`config.mk`:
```
export PLATFORM = sky130hd
export DESIGN_NAME = alu_rs_multi
export DESIGN_NICKNAME = d
export VERILOG_FILES = /design/src/rtl/alu_rs_pkg.sv /design/src/rtl/alu_rs_rr_pick.sv /design/src/rtl/alu_rs_multi.sv
export SDC_FILE = /design/constraint.sdc
export NUM_CORES = 1
export LEC_CHECK = 0
export CORE_MARGIN = 8
export CORE_UTILIZATION = 38
export DETAILED_ROUTE_END_ITERATION = 8
export PLACE_DENSITY = 0.68
export SLEW_MARGIN = 10
export SYNTH_ARGS = -nofsm -noshare
export SYNTH_HDL_FRONTEND = slang
export SYNTH_SLANG_ARGS = --single-unit
```
`constraint.sdc`:
```
create_clock -name clk -period 11.1 [get_ports clk]
set_input_delay 1.11 -clock clk [delete_from_list [all_inputs] [get_ports clk]]
set_output_delay 1.11 -clock clk [all_outputs]
set_load 0.01 [all_outputs]
```
`src/rtl/alu_rs_pkg.sv`:
```
`default_nettype none
// ============================================================================
//  Module      : alu_rs_pkg
//  Description : Shared definitions for the multi-entry ALU reservation
//                station: opcode encodings and operand-width helper.
//  Revision    : 1.0 - initial release
// ============================================================================
package alu_rs_pkg;

    // Opcode encodings carried on disp_op (low two bits are decoded).
    typedef enum logic [1:0] {
        ALU_ADD = 2'd0,
        ALU_SUB = 2'd1,
        ALU_AND = 2'd2,
        ALU_XOR = 2'd3
    } alu_op_e;

    // Number of opcode bits the ALU actually decodes.
    localparam int unsigned c_alu_op_bits = 2;

    // Operand fields must hold either a data word or a producer tag.
    function automatic int unsigned opnd_width(int unsigned data_w, int unsigned tag_w);
        return (data_w > tag_w) ? data_w : tag_w;
    endfunction

endpackage
`default_nettype wire

```
`src/rtl/alu_rs_rr_pick.sv`:
```
`default_nettype none
// ============================================================================
//  Module      : alu_rs_rr_pick
//  Description : Round-robin priority picker. Scans the request mask starting
//                at ptr_i and wrapping, grants the first set bit.
//  Ports       : req_i   - request mask, one bit per slot
//                ptr_i   - index with highest priority this cycle
//                grant_o - one-hot grant (all zero when nothing requested)
//                valid_o - at least one request present
//  Revision    : 1.0 - initial release
// ============================================================================
module alu_rs_rr_pick
    import alu_rs_pkg::*;
#(
    parameter int unsigned ENTRIES = 4
) (
    input  logic [ENTRIES-1:0]         req_i,
    input  logic [$clog2(ENTRIES)-1:0] ptr_i,
    output logic [ENTRIES-1:0]         grant_o,
    output logic                       valid_o
);

    localparam int unsigned c_ptr_w = $clog2(ENTRIES);

    logic [c_ptr_w:0] w_idx;
    logic             w_found;

    always_comb begin
        grant_o = '0;
        w_found = 1'b0;
        w_idx   = '0;
        for (int off = 0; off < ENTRIES; off++) begin
            // ptr + offset folded back into 0..ENTRIES-1 (works for non-pow2)
            w_idx = {1'b0, ptr_i} + (c_ptr_w + 1)'(off);
            if (w_idx >= (c_ptr_w + 1)'(ENTRIES)) begin
                w_idx = w_idx - (c_ptr_w + 1)'(ENTRIES);
            end
            if (!w_found && req_i[w_idx[c_ptr_w-1:0]]) begin
                grant_o[w_idx[c_ptr_w-1:0]] = 1'b1;
                w_found = 1'b1;
            end
        end
        valid_o = w_found;
    end

endmodule
`default_nettype wire

```
`src/rtl/alu_rs_multi.sv`:
```
`default_nettype none
// ============================================================================
//  Module      : alu_rs_multi
//  Description : Multi-entry ALU reservation station. Holds up to ENTRIES
//                pending operations, snoops the CDB for missing operands,
//                issues ready slots round-robin into a one-deep result
//                register presented on the CDB via request/accept.
//  Options     : ALU_RS_DISPATCH_BYPASS_EN - when defined, an operand being
//                dispatched as a tag that matches the same-cycle CDB
//                broadcast is captured as data immediately.
//  Ports       : disp_*        - dispatch request and operands
//                cdb_in_*      - snooped CDB broadcast
//                cdb_out_*     - result request/accept handshake
//                occupancy     - registered count of busy slots
//  Revision    : 1.0 - initial release
// ============================================================================
module alu_rs_multi
    import alu_rs_pkg::*;
#(
    parameter int unsigned ENTRIES = 4,
    parameter int unsigned DATA_W  = 4,
    parameter int unsigned TAG_W   = 4,
    parameter int unsigned OP_W    = 2
) (
    input  logic                                           clk,
    input  logic                                           rst,
    input  logic                                           disp_valid,
    output logic                                           disp_ready,
    input  logic [OP_W-1:0]                                disp_op,
    input  logic [TAG_W-1:0]                               disp_dest_tag,
    input  logic                                           disp_a_valid,
    input  logic [((DATA_W > TAG_W) ? DATA_W : TAG_W)-1:0] disp_a,
    input  logic                                           disp_b_valid,
    input  logic [((DATA_W > TAG_W) ? DATA_W : TAG_W)-1:0] disp_b,
    input  logic                                           cdb_in_valid,
    input  logic [TAG_W-1:0]                               cdb_in_tag,
    input  logic [DATA_W-1:0]                              cdb_in_data,
    output logic                                           cdb_out_request,
    output logic [TAG_W-1:0]                               cdb_out_tag,
    output logic [DATA_W-1:0]                              cdb_out_data,
    input  logic                                           cdb_out_accepted,
    output logic [$clog2(ENTRIES+1)-1:0]                   occupancy
);

    localparam int unsigned c_opnd_w = opnd_width(DATA_W, TAG_W);
    localparam int unsigned c_ptr_w  = $clog2(ENTRIES);
    localparam int unsigned c_occ_w  = $clog2(ENTRIES + 1);

    // An operand field holds data when its valid bit is set, otherwise the
    // producer tag in its low TAG_W bits.
    typedef struct packed {
        logic                busy;
        logic [OP_W-1:0]     op;
        logic                a_valid;
        logic [c_opnd_w-1:0] a;
        logic                b_valid;
        logic [c_opnd_w-1:0] b;
        logic [TAG_W-1:0]    dest_tag;
    } rs_entry_t;

    rs_entry_t           ent_q [ENTRIES];
    rs_entry_t           ent_d [ENTRIES];
    logic [c_ptr_w-1:0]  ptr_q, ptr_d;
    logic                res_valid_q, res_valid_d;
    logic [TAG_W-1:0]    res_tag_q, res_tag_d;
    logic [DATA_W-1:0]   res_data_q, res_data_d;
    logic [c_occ_w-1:0]  occ_q, occ_d;

    logic [ENTRIES-1:0]  w_busy;
    logic [ENTRIES-1:0]  w_ready;
    logic [ENTRIES-1:0]  w_grant;
    logic [ENTRIES-1:0]  w_free_oh;
    logic                w_free_found;
    logic                w_pick_valid;
    logic                w_issue;
    logic                w_dispatch;
    logic [c_ptr_w-1:0]  w_sel_idx;
    logic [OP_W-1:0]     w_sel_op;
    logic [DATA_W-1:0]   w_sel_a;
    logic [DATA_W-1:0]   w_sel_b;
    logic [TAG_W-1:0]    w_sel_tag;
    logic [DATA_W-1:0]   w_alu_res;
    rs_entry_t           w_new_ent;

    // ------------------------------------------------------------------
    // Slot status: IDLE (!busy), WAITING (busy, operand pending),
    // READY (busy, both operands valid).
    // ------------------------------------------------------------------
    for (genvar gi = 0; gi < ENTRIES; gi++) begin : g_status
        assign w_busy[gi]  = ent_q[gi].busy;
        assign w_ready[gi] = ent_q[gi].busy & ent_q[gi].a_valid & ent_q[gi].b_valid;
    end

    alu_rs_rr_pick #(
        .ENTRIES (ENTRIES)
    ) u_pick (
        .req_i   (w_ready),
        .ptr_i   (ptr_q),
        .grant_o (w_grant),
        .valid_o (w_pick_valid)
    );

    // Issue when the result register is empty or being drained this cycle.
    assign w_issue    = w_pick_valid & (~res_valid_q | cdb_out_accepted);
    // Start-of-cycle busy bits: a slot freed by issue is not reusable yet.
    assign disp_ready = ~(&w_busy);
    assign w_dispatch = disp_valid & disp_ready;

    // Lowest-index free slot.
    always_comb begin
        w_free_oh    = '0;
        w_free_found = 1'b0;
        for (int i = 0; i < ENTRIES; i++) begin
            if (!w_busy[i] && !w_free_found) begin
                w_free_oh[i] = 1'b1;
                w_free_found = 1'b1;
            end
        end
    end

    // Fields of the granted slot.
    always_comb begin
        w_sel_idx = '0;
        w_sel_op  = '0;
        w_sel_a   = '0;
        w_sel_b   = '0;
        w_sel_tag = '0;
        for (int i = 0; i < ENTRIES; i++) begin
            if (w_grant[i]) begin
                w_sel_idx = c_ptr_w'(i);
                w_sel_op  = ent_q[i].op;
                w_sel_a   = ent_q[i].a[DATA_W-1:0];
                w_sel_b   = ent_q[i].b[DATA_W-1:0];
                w_sel_tag = ent_q[i].dest_tag;
            end
        end
    end

    // ALU: modulo 2^DATA_W, no flags.
    always_comb begin
        w_alu_res = '0;
        case (alu_op_e'(w_sel_op[c_alu_op_bits-1:0]))
            ALU_ADD: w_alu_res = w_sel_a + w_sel_b;
            ALU_SUB: w_alu_res = w_sel_a - w_sel_b;
            ALU_AND: w_alu_res = w_sel_a & w_sel_b;
            ALU_XOR: w_alu_res = w_sel_a ^ w_sel_b;
            default: w_alu_res = '0;
        endcase
    end

    // Entry written on dispatch.
    always_comb begin
        w_new_ent          = '0;
        w_new_ent.busy     = 1'b1;
        w_new_ent.op       = disp_op;
        w_new_ent.a_valid  = disp_a_valid;
        w_new_ent.a        = disp_a;
        w_new_ent.b_valid  = disp_b_valid;
        w_new_ent.b        = disp_b;
        w_new_ent.dest_tag = disp_dest_tag;
`ifdef ALU_RS_DISPATCH_BYPASS_EN
        // Catch a wakeup that arrives in the very cycle of dispatch.
        if (!disp_a_valid && cdb_in_valid && (disp_a[TAG_W-1:0] == cdb_in_tag)) begin
            w_new_ent.a_valid = 1'b1;
            w_new_ent.a       = c_opnd_w'(cdb_in_data);
        end
        if (!disp_b_valid && cdb_in_valid && (disp_b[TAG_W-1:0] == cdb_in_tag)) begin
            w_new_ent.b_valid = 1'b1;
            w_new_ent.b       = c_opnd_w'(cdb_in_data);
        end
`endif
    end

    // Slot next state: snoop, free on issue, fill on dispatch.
    always_comb begin
        for (int i = 0; i < ENTRIES; i++) begin
            ent_d[i] = ent_q[i];
            if (ent_q[i].busy && cdb_in_valid) begin
                if (!ent_q[i].a_valid && (ent_q[i].a[TAG_W-1:0] == cdb_in_tag)) begin
                    ent_d[i].a_valid = 1'b1;
                    ent_d[i].a       = c_opnd_w'(cdb_in_data);
                end
                if (!ent_q[i].b_valid && (ent_q[i].b[TAG_W-1:0] == cdb_in_tag)) begin
                    ent_d[i].b_valid = 1'b1;
                    ent_d[i].b       = c_opnd_w'(cdb_in_data);
                end
            end
            if (w_issue && w_grant[i]) begin
                ent_d[i].busy = 1'b0;
            end
            if (w_dispatch && w_free_oh[i]) begin
                ent_d[i] = w_new_ent;
            end
        end
    end

    // Result register and round-robin pointer.
    always_comb begin
        res_valid_d = res_valid_q;
        res_tag_d   = res_tag_q;
        res_data_d  = res_data_q;
        ptr_d       = ptr_q;
        if (w_issue) begin
            res_valid_d = 1'b1;
            res_tag_d   = w_sel_tag;
            res_data_d  = w_alu_res;
            ptr_d       = (w_sel_idx == c_ptr_w'(ENTRIES - 1)) ? '0 : w_sel_idx + c_ptr_w'(1);
        end else if (res_valid_q && cdb_out_accepted) begin
            res_valid_d = 1'b0;
        end
    end

    // Occupancy tracks the busy bits being registered this cycle.
    always_comb begin
        occ_d = '0;
        for (int i = 0; i < ENTRIES; i++) begin
            occ_d = occ_d + c_occ_w'(ent_d[i].busy);
        end
    end

    always_ff @(posedge clk) begin
        if (rst) begin
            for (int i = 0; i < ENTRIES; i++) begin
                ent_q[i] <= '0;
            end
            ptr_q       <= '0;
            res_valid_q <= 1'b0;
            res_tag_q   <= '0;
            res_data_q  <= '0;
            occ_q       <= '0;
        end else begin
            for (int i = 0; i < ENTRIES; i++) begin
                ent_q[i] <= ent_d[i];
            end
            ptr_q       <= ptr_d;
            res_valid_q <= res_valid_d;
            res_tag_q   <= res_tag_d;
            res_data_q  <= res_data_d;
            occ_q       <= occ_d;
        end
    end

    assign cdb_out_request = res_valid_q;
    assign cdb_out_tag     = res_tag_q;
    assign cdb_out_data    = res_data_q;
    assign occupancy       = occ_q;

endmodule
`default_nettype wire

```
==> results of run 1 <==
final timing paths:
kind         slack (ns)        start         endpoint  cells past startpoint
max                5.72     ptr_q[0]  cdb_out_data[3]                     18
min                0.46  ent_q[3][1]      ent_q[3][1]                      2
max reg2reg        5.72     ptr_q[0]  cdb_out_data[3]                     18
min reg2reg        0.46  ent_q[3][1]      ent_q[3][1]                      2
per-layer routing:
layer,up-vias,GRT usage [%]
met1,2195,21.8
met3,36,2.77
met5,-,0
li1,2178,-
met2,168,29.5
met4,0,8.67
layout make-up:
class | instances | area (um^2) | share of cell area (%)
Multi-Input combinational cell | 468 | 3050 | 53.5
Sequential cell | 82 | 1640 | 28.8
Timing Repair Buffer | 44 | 428 | 7.50
Clock buffer | 11 | 243 | 4.25
Tap cell | 172 | 215 | 3.77
Clock inverter | 5 | 86.3 | 1.51
Inverter | 10 | 37.5 | 0.658
critical path, cell delays in order, from the launching register on:
cell,delay [ns]
dfxtp_1,0.64
inv_1,0.27
ha_1,0.47
nand4b_1,0.22
a21o_1,0.22
o221a_2,0.27
a21oi_2,0.20
or2_1,0.63
nor2_4,0.17
a221oi_1,0.28
o31a_1,0.36
nand2_1,0.14
o21a_1,0.21
ha_1,0.27
a21o_1,0.16
a21oi_1,0.17
xnor2_1,0.12
a211o_1,0.24
a41o_1,0.24
cells by family (layout without fill, tap and decap cells):
family / count (synthesis) / after routing
muxes: 38 / 38
DFF: 82 / 82
AOI/OAI and AO/OA: 151 / 151
and+or+nand+nor: 223 / 223
xor gates and xnor gates: 37 / 37
buffers and inverters: 56 / 70
adders and majority gates: 19 / 19
flip-flops by register name, indices dropped and copies added, names as in the netlist:
| register | count |
|---|---|
| ent_q | 68 |
| cdb_out_data | 4 |
| occupancy | 3 |
| cdb_out_tag | 4 |
| cdb_out_request | 1 |
| ptr_q | 2 |
cells in the mapped netlist, drive strengths merged, types with 5 or more instances:
cell,number,area [um^2]
a211oi,47,353
and3,5,31.3
mux2i,34,340
nor3,19,95.1
xor2,8,70.1
a21oi,41,209
o21ai,17,85.1
clkbuf,38,143
ha,17,213
buf,8,43.8
a221oi,10,93.8
o211ai,6,50.1
nand3,7,47.6
xnor2,29,254
nand2,83,312
nand4,12,75.1
inv,10,37.5
dfxtp,82,1640
nor2,71,277
nand2b,5,31.3
power breakdown:
part | switching, mW | total, mW | internal [mW]
clock network | 0.124 | 0.329 | 0.205
registers | 0.0122 | 0.317 | 0.305
logic | 0.0421 | 0.0751 | 0.0330
==> impl_metrics.env, run 1 <==
export IMPL_status="finished, final reports clean"
export IMPL_power_density_nw_per_um2=126
export IMPL_gr_total_overflow=0
export IMPL_cts_sinks=82
export IMPL_area_growth_synth_to_final_pct=16.0
export IMPL_initial_utilization_pct=39.0
export IMPL_antenna_found_initial=0
export IMPL_highest_layer="met4"
export IMPL_place_hpwl_um=10200
export IMPL_ys_ff_latch=82
export IMPL_fin_skew_ns=0.00817
export IMPL_dpl_cell_count=776
export IMPL_synth_nets=654
export IMPL_synth_xor_area_share_pct=6.59
export IMPL_yosys_area_share_simple_pct=20.7
export IMPL_layout_drive_gt1_share_pct=5.65
export IMPL_preCtsSetupSlack_ns=5.83
export IMPL_routed_wl_um=14600
export IMPL_synth_edf_count=0
export IMPL_drc=0
export IMPL_wl_met3_um=820
export IMPL_p_total_uw=721
export IMPL_initialDrtViolationCount=473
export IMPL_synth_avg_cell_area_um2=8.12
export IMPL_rsz0062_at_grt="no"
export IMPL_criticalPathCategory="reg -> reg"
export IMPL_required_ns=11.34
export IMPL_die_h_um=130
export IMPL_cp_start_kind="flop"
export IMPL_rows=41
export IMPL_post_cts_setup_buffers=0
export IMPL_final_nets=663
export IMPL_setup_viol=0
export IMPL_worstPathMaxFanout=18
export IMPL_layout_commonest_cell="nand2_1"
export IMPL_hold_viol=0
export IMPL_postLayoutCellArea_um2=5710
export IMPL_cts_buffers=9
export IMPL_setup_tns_ns=0
export IMPL_ctsHoldBuffers=0
export IMPL_cts_resized=0
export IMPL_synthMuxAreaShare_pct=8.52
export IMPL_worst_pin_slew_ns=1.15
export IMPL_grt_pass1_wl_um=23100
export IMPL_grt_max_degree=84
export IMPL_vdd_drop_max_v=0.0000672
export IMPL_drt_pass1_iterations=5
export IMPL_yosys_warnings=0
export IMPL_synth_top_family_by_area="compound AO/OA/AOI/OAI gates"
export IMPL_io_pins=42
export IMPL_ant_nets=0
export IMPL_syn_inst=606
export IMPL_most_common_layout_cells="nand2_1, dfxtp_1, nor2_1"
export IMPL_clock_latency_ns=0.35
export IMPL_met1Wirelength_um=6310
export IMPL_die_area_um2=16800
export IMPL_arrival_ns=5.62
export IMPL_wire_per_inst_um=18.5
export IMPL_ys_seq_area_share_pct=33.4
export IMPL_gp_congestion=0.904
export IMPL_root_buffer="clkbuf_16"
export IMPL_drv_cap=0
export IMPL_fin_cells=792
export IMPL_clk_pin_slew_ns=0.06
export IMPL_clockBufferDepth=2
export IMPL_synth_compound_area_share_pct=21.2
export IMPL_min_period_over_period_pct=48.5
export IMPL_core_area_um2=12600
export IMPL_nFillCells=1284
export IMPL_min_period_ns=5.38
export IMPL_slew_headroom_pct=23.2
export IMPL_cts_tree="built"
export IMPL_placed_cell_area_um2=5380
export IMPL_max_freq_ghz=0.186
export IMPL_final_util_pct=45.2
export IMPL_groute_usage_overall_pct=17.7
export IMPL_ys_types=58
export IMPL_ys_flop_type="dfxtp_1"
export IMPL_port_buffer_count=41
export IMPL_synth_adder_area_share_pct=5.14
export IMPL_end_kind="flop"
export IMPL_wl_met2_um=6990
export IMPL_vias_per_cell=5.78
export IMPL_diodes=0
export IMPL_synthArstFlopShare_pct=0
export IMPL_chipWidth_um=130
export IMPL_h_tree_depth=3
export IMPL_grt_pass1_vias=4501
export IMPL_leakagePower_nw=2.22
export IMPL_fin_ws_ns=5.72
export IMPL_num_vias=4577
export IMPL_hold_class="reg -> reg"
export IMPL_netlist_area_um2=4920
export IMPL_holdWs_ns=0.456
export IMPL_maxSlewViolCount=0
Power figures use the tool's default switching activity.
==> run 2, diff against run 1 <==
- PLACE_DENSITY: 0.68 -> 0.7
- clock period: 11.1 -> 4.8 ns (I/O delays scaled with it)
==> run 2 against run 1 <==
Compared with the run above: combinational power increased by 140%; total power is 120% higher; critical path depth stayed put; flip-flop and latch count did not move; fmax is 24% higher; clock power up 120%; count of clock-buffer cells in the layout decreased by 2; clock skew increased by 0.00072 ns; largest cell class unchanged; largest power group is now sequential cells; highest routed layer unchanged.
==> impl_metrics.env, run 2 (synthesis results as in run 1) <==
export IMPL_status="finished, final reports clean"
export IMPL_cp_start_kind="flop"
export IMPL_holdWs_ns=0.454
export IMPL_hold_class="reg -> reg"
export IMPL_worstPathMaxFanout=10
export IMPL_r2r_cells=18
export IMPL_max_freq_ghz=0.231
export IMPL_min_from="cdb_out_data[1]"
export IMPL_cpPeakStageDelay_ns=0.48
export IMPL_pwr_share_comb_pct=11.2
export IMPL_seq_area_um2=1640
export IMPL_crit_start="ptr_q[0]"
export IMPL_clock_latency_ns=0.35
export IMPL_post_cts_setup_buffers=0
export IMPL_grt_max_degree=43
export IMPL_ctsHoldBuffers=0
export IMPL_worstPathBufferInverterCount=2
export IMPL_end_kind="flop"
export IMPL_die_h_um=130
export IMPL_rsz0062_at_grt="no"
export IMPL_initialDrtViolationCount=501
export IMPL_cts_buffers=9
export IMPL_setup_tns_ns=0
export IMPL_criticalPathCategory="reg -> reg"
export IMPL_drc=0
export IMPL_slowest_stage="ha_1"
export IMPL_ant_nets=0
export IMPL_grt_util_met1_pct=22.9
export IMPL_cpLargestDelayFamily="compound AO/OA/AOI/OAI gates"
export IMPL_use_met2_pct=30.9
export IMPL_root_buffer="clkbuf_16"
export IMPL_holdPathStages=2
export IMPL_port_buffer_count=41
export IMPL_grt_pass1_wl_um=24600
export IMPL_arrival_ns=4.58
export IMPL_path_cells="inv_1 -> ha_1 -> nand2b_1 -> nor4_1 -> a22oi_1 -> o21ai_1 -> a22oi_1 -> nor2_4 -> a221oi_1 -> o31a_1 -> buf_4 -> a21oi_1 -> xnor2_1 -> ha_1 -> a21oi_1 -> xnor2_1 -> a211o_1 -> a41o_1"
export IMPL_met3_usage_pct=2.69
export IMPL_layout_commonest_cell="nand2_1"
export IMPL_leakagePower_nw=2.28
export IMPL_most_common_layout_cells="nand2_1, dfxtp_1, nor2_1"
export IMPL_io_pins=42
export IMPL_power_density_nw_per_um2=280
export IMPL_busiest_layer="met2"
export IMPL_path_depth=18
export IMPL_largest_register="ent_q"
export IMPL_worst_pin_slew_ns=0.884
export IMPL_p_total_mw=1.62
export IMPL_worstReg2RegStart="ptr_q[0]"
export IMPL_wire_per_inst_um=19.0
export IMPL_grt_pass1_vias=4786
export IMPL_p_int_mw=1.19
export IMPL_fin_skew_ns=0.00889
export IMPL_setup_viol=0
export IMPL_vias_per_cell=5.94
export IMPL_initial_utilization_pct=39.0
export IMPL_gp_congestion=0.952
export IMPL_maxSlewViolCount=0
export IMPL_final_nets=677
export IMPL_seqPwrFrac_pct=45.1
export IMPL_multi_input_area_um2=3060
export IMPL_hold_viol=0
export IMPL_vdd_drop_max_v=0.000256
export IMPL_layout_drive_gt1_share_pct=8.04
export IMPL_clk_pin_slew_ns=0.06
export IMPL_num_vias=4787
export IMPL_swShare_pct=26.4
export IMPL_drt_pass1_iterations=5
export IMPL_min_period_ns=4.33
export IMPL_largest_reg_flops=68
export IMPL_diodes=0
export IMPL_drv_cap=0
export IMPL_chipWidth_um=130
export IMPL_dpl_cell_count=790
export IMPL_fin_cells=806
export IMPL_rows=41
export IMPL_routed_wl_um=15300
export IMPL_required_ns=5.04
export IMPL_nFillCells=1259
export IMPL_postLayoutCellArea_um2=5790
export IMPL_p_clk_share_pct=43.7
export IMPL_die_area_um2=16800
export IMPL_area_growth_synth_to_final_pct=17.6
export IMPL_slew_headroom_pct=40.8
export IMPL_cts_tree="built"
export IMPL_h_tree_depth=3
export IMPL_core_area_um2=12600
export IMPL_min_period_over_period_pct=90.3
export IMPL_place_hpwl_um=10800
export IMPL_groute_usage_overall_pct=18.8
export IMPL_gr_total_overflow=0
export IMPL_power_switching_uw=429
export IMPL_placed_cell_area_um2=5480
export IMPL_clockBufferDepth=2
export IMPL_cts_sinks=82
export IMPL_antenna_found_initial=0
run 2: per-layer routing:
metal / part of all wire, % / up-vias
met5: 0 / -
li1: - / 2220
met3: 6.2 / 55
met4: 4.1 / 0
met1: 42 / 2301
met2: 48 / 211
run 2: worst paths after layout:
| kind | slack, ns | to |
|---|---|---|
| max | 0.47 | cdb_out_data[3] |
| min | 0.45 | cdb_out_data[1] |
| max reg2reg | 0.47 | cdb_out_data[3] |
| min reg2reg | 0.45 | cdb_out_data[1] |
run 2: worst reg2reg max path: stages (launching register included):
cell and delay, ns:
dfxtp_1 0.33, inv_1 0.13, ha_1 0.49, nand2b_1 0.10, nor4_1 0.29, a22oi_1 0.11
o21ai_1 0.29, a22oi_1 0.29, nor2_4 0.29, a221oi_1 0.12, o31a_1 0.29, buf_4 0.18
a21oi_1 0.16, xnor2_1 0.14, ha_1 0.27, a21oi_1 0.16, xnor2_1 0.11, a211o_1 0.24
a41o_1 0.23
run 2: repair_timing:
item	in CTS	in global routing
endpoints found under the hold margin	0	0
gates resized for setup	0	1
setup endpoints to repair	0	1
run 2: area by class of cell:
| type | count | area share, % |
|---|---|---|
| Clock buffer | 9 | 3.89 |
| Clock inverter | 7 | 1.34 |
| Inverter | 10 | 0.649 |
| Multi-Input combinational cell | 468 | 52.8 |
| Sequential cell | 82 | 28.4 |
| Tap cell | 172 | 3.72 |
| Timing Repair Buffer | 58 | 9.21 |
run 2: metrics by stage:
step / utilization (%) / setup slack [ns]
finish: 45.9 / 0.468
global route: 45.9 / 0.156
CTS: 45.8 / 0.325
detailed placement: 43.4 / 0.338
global placement: 43.4 / 0.485
floorplan: - / 0.338
run 2: power groups by stage:
stage | clock network (mW) | registers [mW] | logic (mW)
after global placement | 0 | 0.744 | 0.173
after detailed placement | 0 | 0.745 | 0.177
after CTS | 0.717 | 0.730 | 0.179
after floorplan | 0 | 0.736 | 0.114
final | 0.708 | 0.730 | 0.181
after global routing | 0.753 | 0.733 | 0.197
==> run 3, diff against run 2 <==
- MAX_ROUTING_LAYER: default -> met4
==> run 3 against run 2 <==
Compared with the run above: global-route usage fell by 0.21 points; non-clock buffer count did not move; fmax fell by 1.8%; clock skew fell by 0.0018 ns; hold slack improved by 0.0015 ns; register-to-register slack got worse by 0.08 ns; die area did not move; first-iteration DRC count fell by 21%; sequential power barely moved; via count fell by 3.3%; critical endpoint unchanged.
==> impl_metrics.env, run 3 (synthesis results as in run 1) <==
export IMPL_h_tree_depth=3
export IMPL_rows=41
export IMPL_clockBufferDepth=2
export IMPL_postLayoutCellArea_um2=5800
export IMPL_fin_ws_ns=0.391
export IMPL_drt_pass1_iterations=5
export IMPL_end_kind="flop"
export IMPL_cpPeakStageDelay_ns=0.50
export IMPL_status="finished, final reports clean"
export IMPL_post_cts_setup_buffers=0
export IMPL_leakagePower_nw=2.29
export IMPL_grt_max_degree=44
export IMPL_grt_pass1_wl_um=23700
export IMPL_hold_viol=0
export IMPL_initial_utilization_pct=39.0
export IMPL_antenna_found_initial=0
export IMPL_preCtsSetupSlack_ns=0.329
export IMPL_setup_tns_ns=0
export IMPL_core_area_um2=12600
export IMPL_drv_cap=0
export IMPL_cts_tree="built"
export IMPL_diodes=0
export IMPL_vias_per_cell=5.75
export IMPL_worstReg2RegStart="ptr_q[0]"
export IMPL_layout_commonest_cell="nand2_1"
export IMPL_largest_reg_flops=68
export IMPL_slowest_stage="ha_1"
export IMPL_gp_congestion=0.965
export IMPL_cp_start_kind="flop"
export IMPL_worstPathBufferInverterCount=2
export IMPL_min_from="ent_q[3][0]"
export IMPL_clock_latency_ns=0.35
export IMPL_drc=0
export IMPL_groute_usage_overall_pct=18.6
export IMPL_grt_pass1_vias=4537
export IMPL_max_freq_ghz=0.227
export IMPL_maxSlewViolCount=0
export IMPL_root_buffer="clkbuf_16"
export IMPL_hold_class="reg -> reg"
export IMPL_final_nets=677
export IMPL_initialDrtViolationCount=396
export IMPL_crit_start="ptr_q[0]"
export IMPL_die_area_um2=16800
export IMPL_path_cells="inv_1 -> ha_1 -> nand2b_1 -> nor4_1 -> a32oi_1 -> o21ai_1 -> or2_4 -> a221oi_1 -> o21ai_1 -> inv_1 -> ha_1 -> nand2_1 -> o21a_1 -> ha_1 -> a21o_1 -> a21oi_1 -> xnor2_1 -> a211o_1 -> a41o_1"
export IMPL_arrival_ns=4.65
export IMPL_area_growth_synth_to_final_pct=18.0
export IMPL_ant_nets=0
export IMPL_criticalPathCategory="reg -> reg"
export IMPL_cts_sinks=82
export IMPL_required_ns=5.04
export IMPL_cp_common_cell="ha_1"
export IMPL_clk_pin_slew_ns=0.07
export IMPL_fin_skew_ns=0.00712
export IMPL_setup_viol=0
export IMPL_die_h_um=130
export IMPL_most_common_layout_cells="nand2_1, dfxtp_1, nor2_1"
export IMPL_worst_pin_slew_ns=0.865
export IMPL_num_vias=4631
export IMPL_placed_cell_area_um2=5480
export IMPL_cpLargestDelayFamily="compound AO/OA/AOI/OAI gates"
export IMPL_place_hpwl_um=10700
export IMPL_rsz0062_at_grt="no"
export IMPL_slew_headroom_pct=42.1
export IMPL_vdd_drop_max_v=0.000150
export IMPL_chipWidth_um=130
export IMPL_worstPathMaxFanout=9
export IMPL_port_buffer_count=41
export IMPL_cts_buffers=9
export IMPL_io_pins=42
export IMPL_layout_drive_gt1_share_pct=7.89
export IMPL_min_period_over_period_pct=91.9
export IMPL_gr_total_overflow=0
export IMPL_min_period_ns=4.41
export IMPL_wire_per_inst_um=18.5
export IMPL_power_density_nw_per_um2=286
export IMPL_largest_register="ent_q"
export IMPL_routed_wl_um=14900
run 3: cell types whose count changed in the layout (fill, tap and decap cells not counted):
cell | previous run | this run
bufinv_16 | 1 | 2
clkbuf_1 | 0 | 1
clkinv_4 | 2 | 1
inv_6 | 2 | 1
run 3: metrics by stage:
step	util [%]	hold WS, ns	power (mW)	cells
floorplan	-	0.433	0.850	606
global placement	43.4	0.442	0.918	790
detailed placement	43.4	0.448	0.921	790
CTS	46.0	0.456	1.68	806
global route	46.0	0.474	1.72	806
finish	46.0	0.455	1.66	806
run 3: per-layer routing:
layer  global-route usage [%]  vias up  routed length (um)
li1                         -     2205                   -
met1                     22.1     2212                6270
met2                     29.9      179                7010
met3                     2.49       35                1050
met4                     10.9        0                 567
met5                        -        -                   0
run 3: what timing repair did:
action,in CTS,in global routing
endpoints found under the hold margin,0,0
gates resized for setup,0,1
hold buffers,0,0
setup endpoints to repair,0,1
run 3: layout make-up:
cell class | count | area (um^2)
Clock buffer | 10 | 229
Clock inverter | 6 | 90.1
Fill cell | 1247 | 6820
Inverter | 10 | 37.5
Multi-Input combinational cell | 468 | 3060
Sequential cell | 82 | 1640
Tap cell | 172 | 215
Timing Repair Buffer | 58 | 533
run 3: worst paths after layout:
check	depth (start not counted)	slack (ns)	endpoint
worst max-delay path	19	0.39	cdb_out_data[3]
worst min-delay path	2	0.46	ent_q[3][0]
worst max register to register	19	0.39	cdb_out_data[3]
worst min register to register	2	0.46	ent_q[3][0]
run 3: tightest hold or removal path, cell delays in order, from the launching register on:
cell     delay, ns
dfxtp_1       0.31
nand2_1       0.05
a21oi_1       0.05
run 3: report_power, final:
group	internal, mW	leakage, nW	switching (mW)
Sequential	0.705	0.667	0.0246
Clock	0.458	0.153	0.296
Combinational	0.0793	1.47	0.0997
